File: config.mk
export PLATFORM = sky130hd
export DESIGN_NAME = accel_frame_sched
export DESIGN_NICKNAME = d
export VERILOG_FILES = /design/src/rtl/accel_pkg.sv /design/src/rtl/beat_counter.sv /design/src/rtl/accel_frame_sched.sv
export SDC_FILE = /design/constraint.sdc
export NUM_CORES = 1
export LEC_CHECK = 0
export CORE_MARGIN = 1
export CORE_UTILIZATION = 40
export DETAILED_ROUTE_END_ITERATION = 10
export MAX_ROUTING_LAYER = met4
export PLACE_DENSITY = 0.75
export SYNTH_ARGS = -nofsm -noshare
export SYNTH_HDL_FRONTEND = slang
export SYNTH_SLANG_ARGS = --single-unit
File: constraint.sdc
create_clock -name clk -period 3.2 [get_ports clk]
set_clock_uncertainty 0.05 [all_clocks]
set_input_delay 0.96 -clock clk [delete_from_list [all_inputs] [get_ports clk]]
set_output_delay 0.96 -clock clk [all_outputs]
set_load 0.01 [all_outputs]
File: src/rtl/accel_pkg.sv
// Shared definitions for the image accelerator frame sequencer.
package accel_pkg;

  localparam int ACCEL_CNT_W     = 16;
  localparam int ACCEL_DEF_WORDS = 576;

  localparam int CTRL_START_BIT = 0;
  localparam int CTRL_ABORT_BIT = 1;

  typedef enum logic [2:0] {
    ST_IDLE  = 3'd0,
    ST_LOAD  = 3'd1,
    ST_RUN   = 3'd2,
    ST_DRAIN = 3'd3,
    ST_DONE  = 3'd4
  } state_t;

endpackage

File: src/rtl/beat_counter.sv
// Saturating beat counter with a "this is the final beat" flag.
module beat_counter #(
  parameter int CNT_W = 16
) (
  input  logic             clk,
  input  logic             rstn,
  input  logic             en,
  input  logic             clr,
  input  logic [CNT_W-1:0] len,
  output logic [CNT_W-1:0] cnt,
  output logic             last
);

  localparam logic [CNT_W-1:0] ONE = CNT_W'(1);
  localparam logic [CNT_W-1:0] MAX = {CNT_W{1'b1}};

  logic [CNT_W-1:0] r_cnt;

  // Count accepted beats; clear on a new frame and stop at the top value.
  always_ff @(posedge clk or negedge rstn) begin
    if (!rstn) begin
      r_cnt <= '0;
    end else if (clr) begin
      r_cnt <= '0;
    end else if (en && (r_cnt != MAX)) begin
      r_cnt <= r_cnt + ONE;
    end
  end

  assign cnt  = r_cnt;
  assign last = (r_cnt == (len - ONE));

endmodule

File: src/rtl/accel_frame_sched.sv
// Frame sequencer: admits a frame of input words, kicks the engine,
// then releases the same number of output words with TLAST.
module accel_frame_sched
  import accel_pkg::*;
#(
  parameter int CNT_W     = ACCEL_CNT_W,
  parameter int DEF_WORDS = ACCEL_DEF_WORDS
) (
  input  logic             clk,
  input  logic             rstn,
  input  logic             cfg_start,
  input  logic             cfg_abort,
  input  logic [CNT_W-1:0] cfg_words,
  input  logic             s_axis_tvalid,
  input  logic             s_axis_tlast,
  output logic             s_axis_tready,
  output logic             eng_start,
  input  logic             eng_done,
  input  logic             eng_tvalid,
  output logic             eng_tready,
  output logic             m_axis_tvalid,
  output logic             m_axis_tlast,
  input  logic             m_axis_tready,
  output logic             busy,
  output logic             done_irq,
  output logic             err_early,
  output logic             err_nolast,
  output logic [CNT_W-1:0] in_cnt,
  output logic [CNT_W-1:0] out_cnt
);

  localparam logic [CNT_W-1:0] DEF_LEN = CNT_W'(DEF_WORDS);

  state_t           r_state;
  logic [CNT_W-1:0] r_len;
  logic             r_eng_start;
  logic             r_err_early;
  logic             r_err_nolast;

  logic w_load;
  logic w_out_en;
  logic w_in_fire;
  logic w_out_fire;
  logic w_in_last;
  logic w_out_last;
  logic w_clr;

  // All gating is decoded from the state register only.
  assign w_load     = (r_state == ST_LOAD);
  assign w_out_en   = (r_state == ST_DRAIN);
  assign w_in_fire  = s_axis_tvalid & w_load;
  assign w_out_fire = eng_tvalid & m_axis_tready & w_out_en;
  assign w_clr      = (r_state == ST_IDLE) & cfg_start & ~cfg_abort;

  beat_counter #(.CNT_W(CNT_W)) u_in_cnt (
    .clk  (clk),
    .rstn (rstn),
    .en   (w_in_fire),
    .clr  (w_clr),
    .len  (r_len),
    .cnt  (in_cnt),
    .last (w_in_last)
  );

  beat_counter #(.CNT_W(CNT_W)) u_out_cnt (
    .clk  (clk),
    .rstn (rstn),
    .en   (w_out_fire),
    .clr  (w_clr),
    .len  (r_len),
    .cnt  (out_cnt),
    .last (w_out_last)
  );

  // Frame sequencing FSM; abort overrides everything, including a start.
  always_ff @(posedge clk or negedge rstn) begin
    if (!rstn) begin
      r_state      <= ST_IDLE;
      r_len        <= '0;
      r_eng_start  <= 1'b0;
      r_err_early  <= 1'b0;
      r_err_nolast <= 1'b0;
    end else begin
      r_eng_start <= 1'b0;
      if (cfg_abort) begin
        r_state <= ST_IDLE;
      end else begin
        case (r_state)
          ST_IDLE: begin
            if (cfg_start) begin
              r_len        <= (cfg_words == '0) ? DEF_LEN : cfg_words;
              r_err_early  <= 1'b0;
              r_err_nolast <= 1'b0;
              r_state      <= ST_LOAD;
            end
          end
          ST_LOAD: begin
            if (w_in_fire) begin
              if (w_in_last) begin
                if (!s_axis_tlast) begin
                  r_err_nolast <= 1'b1;
                end
                r_eng_start <= 1'b1;
                r_state     <= ST_RUN;
              end else if (s_axis_tlast) begin
                r_err_early <= 1'b1;
                r_state     <= ST_IDLE;
              end
            end
          end
          ST_RUN: begin
            if (eng_done) begin
              r_state <= ST_DRAIN;
            end
          end
          ST_DRAIN: begin
            if (w_out_fire && w_out_last) begin
              r_state <= ST_DONE;
            end
          end
          ST_DONE: begin
            r_state <= ST_IDLE;
          end
          default: begin
            r_state <= ST_IDLE;
          end
        endcase
      end
    end
  end

  assign s_axis_tready = w_load;
  assign eng_start     = r_eng_start;
  assign eng_tready    = m_axis_tready & w_out_en;
  assign m_axis_tvalid = eng_tvalid & w_out_en;
  assign m_axis_tlast  = w_out_en & eng_tvalid & w_out_last;
  assign busy          = (r_state != ST_IDLE);
  assign done_irq      = (r_state == ST_DONE);
  assign err_early     = r_err_early;
  assign err_nolast    = r_err_nolast;

endmodule
==> impl_results.md <==
- Failing checks: setup timing
- Placed cell area: slightly below 0.005 mm2
- Drt first pass iters: 4
- VDD IR max: 0.000208 V
- Pin count of the biggest net entering global routing: 43
- Dominant cell type by area after synthesis: dfrtp_1
- Synth Instances: 418
- Ys async rst share: 100%
- Slew @ Worst Pin: 854 ps
- Crit path kind: reg2out
- Crit path capture: m_axis_tlast
- Dpl hpwl: 8.32 mm
- Die span in y: slightly below 100 um
- Total gr overflow: 0
- Arr. time, crit path: 2690 ps
- Synth Area in Simple Gates: a little over a quarter
- # diodes: 0
- CP startpoint: r_len[1]$_DFFE_PN0P_
- Pwr Total: 2.10 mW
- Post-CTS Hold Fix Bufs: 0
- Crit Reg-Reg Startpoint: r_len[1]$_DFFE_PN0P_
- Layout cells sized above 1: 23.3%
- Status: finished, violations left
- Core box area: 0.00915 mm2
- Vias: 3655
- Synth top area share: 35.9%
- Area fraction in compound gates after synthesis: 11.3%
- Warnings from Yosys: 0
- Synth area leaders: dfrtp_1, xor2_1, xnor2_1
- Routed WL: 11.0 mm
- Ys flop type: dfrtp_1
- Area growth syn-to-layout: 38.4%
- #FFs+latches synth: 54
- Worst EP required: approximately 2200 ps
- Vias in the first global route: 3607
- Leak Pwr: 2.21 nW
- Number of remaining DRC errors: 0
- Syn Area/Cell: between 8 and 9 um2
- Die footprint: 0.00979 mm2
- Hold_ws: 487 ps
- Synth Area in XOR/XNOR: 14.4%
- Clk buf depth: 2
- CP Launch Type: flip-flop
- Number of max-cap violations: 0
- Initial antenna violation count: 0
- Largest family of logic cells by synthesized area: simple AND/OR/NAND/NOR gates
- IO Port Bufs: 65
- Post-synth cell types: 67
- Period utilisation layout: 115%
- CTS tree: done
- # setup viols final: 1
- Synthesized net count: 446
- Reg clk slew, reported paths: 100 ps
- Multiplexer area fraction after synthesis: 5.02%
- Post-synthesis sequential area ratio: 35.9%
- Unrepaired setup endpoints after global routing: yes
- R2R depth: 10
- Synth Area in Adders: 0.998%
- Clock Latency Late Sink: slightly above 300 ps
- Power per cell area: slightly above 400 mW/mm2
- Die width: 99.0 um
- Post-synth EDFFs: 0
- Antenna Nets Post-Route: 0
- Row count: 35
- Setup crit end kind: output pin
- Cell area after synthesis: 0.00376 mm2
- Num ports: 66
- Post-route setup TNS: -495 ps
- Slew margin rel.: 42.2%
- TritonCTS Buffers: 5
- Initial DRC Count: 209
- Final worst slack: -495 ps
- Post-Layout Inst Area: 0.00520 mm2
- Final min period: between 3000 and 4000 ps
- CP Max Fanout: 4
- R2r setup slk: 290 ps
- Upper clock frequency limit: ~270 MHz
- Initial Util: 41.1%
- Slew Viols, Final: 0
- Dpl cells: between 600 and 700
- Htree depth: 2
- Layout Nets: 564
- Hold crit path type: reg2reg
- Final hold violations: 0
- Layout Cells excl Fill: between 600 and 700
- Total GRT Usage: 23.7%
- First-pass GRT wire length: roughly 18 mm
- Reg-to-Reg End: r_state[0]$_DFFE_PN0P_
- WL/cell: 17.0 um
- RD Place Congestion: 0.915
- Root Driver: clkbuf_8
- Routed vias/inst: 5.64
- Clock Sinks: 54
worst min path at each step:
stage	startpoint	endpoint	slack (ps)	cells past startpoint
after floorplan	r_len[15]$_DFFE_PN0P_	r_len[15]$_DFFE_PN0P_	490	1
after global placement	err_nolast$_DFFE_PN0P_	err_nolast$_DFFE_PN0P_	470	2
after detailed placement	err_nolast$_DFFE_PN0P_	err_nolast$_DFFE_PN0P_	470	2
after CTS	err_nolast$_DFFE_PN0P_	err_nolast$_DFFE_PN0P_	490	2
after global routing	err_nolast$_DFFE_PN0P_	err_nolast$_DFFE_PN0P_	520	2
final	err_nolast$_DFFE_PN0P_	err_nolast$_DFFE_PN0P_	490	2
per-stage QoR:
stage               setup slack [ps]  util (%)
global placement                -488      54.2
detailed placement              -503      54.2
CTS                             -470      55.9
global route                    -560      56.9
floorplan                      -34.1         -
finish                          -495      56.9
cells by family after synthesis:
group	Yosys count
simple gates	181
compound gates	62
xor+xnor	62
flops	54
buf+inv	39
mux	17
fa+ha+maj	3
metal layers:
metal / wire length (um) / track usage (%)
met1: 4750 / 30.2
met2: 5350 / 38.7
met3: 673 / 3.12
met4: 239 / 8.38
met5: 0 / -
layout by cell type (no fill, tap or decap), types with 15 or more instances in the layout:
| master | instances |
|---|---|
| nor2_1 | 47 |
| clkdlybuf4s50_1 | 63 |
| dfrtp_1 | 52 |
| nand4_1 | 18 |
| xor2_1 | 34 |
| nand2_1 | 26 |
| xnor2_1 | 25 |
| o21ai_0 | 15 |
| buf_4 | 69 |
flip-flops by register name, indices dropped and copies added (netlist names):
name / count
r_state: 3
r_len: 16
eng_start: 1
err_early: 1
u_in_cnt.cnt: 16
err_nolast: 1
u_out_cnt.cnt: 16
worst max-delay path, stage by stage (launching register included):
cell	delay [ps]
dfrtp_1	420
or4_4	600
buf_6	150
nor4_4	220
xnor2_2	160
nand4_1	180
nor4_4	350
and2_4	200
buf_6	90
where the power goes:
| group | switching [mW] | leakage [nW] | internal, mW |
|---|---|---|---|
| Sequential | 0.0708 | 0.713 | 0.741 |
| Combinational | 0.437 | 1.45 | 0.444 |
| Clock | 0.229 | 0.0482 | 0.176 |
| Total | 0.736 | 2.21 | 1.36 |
what timing repair did:
action	4_1_cts	5_1_grt
endpoints found under the setup margin	1	1
setup buffers	4	3
pin swaps	5	8
resized for setup	9	12
cells in the mapped netlist, types with 3 or more instances:
cell type	number
nor2b_1	4
nand2b_1	3
o21ai_0	15
and2_1	6
nand2_1	26
nor4_1	10
a21oi_1	13
or3_1	7
nor3_1	13
nor4_2	3
nor2_1	48
o31ai_1	3
mux2_2	11
clkbuf_8	3
and3_1	4
mux2i_1	5
o22a_1	3
nand3_1	13
nor3b_1	4
xnor2_1	28
and4_1	4
clkbuf_1	15
buf_6	3
dfrtp_1	54
ha_1	3
a31oi_1	5
inv_1	13
xor2_1	34
nand4_1	18
area by class of cell:
class	instances	area (um2)
fill	808	3950
multi-input combinational	325	2350
sequential	54	1350
timing repair buffer	137	1220
tap	111	139
clock buffer	7	86.3
inverter	13	51.3
clock inverter	1	5.00
Power figures use the tool's default switching activity.
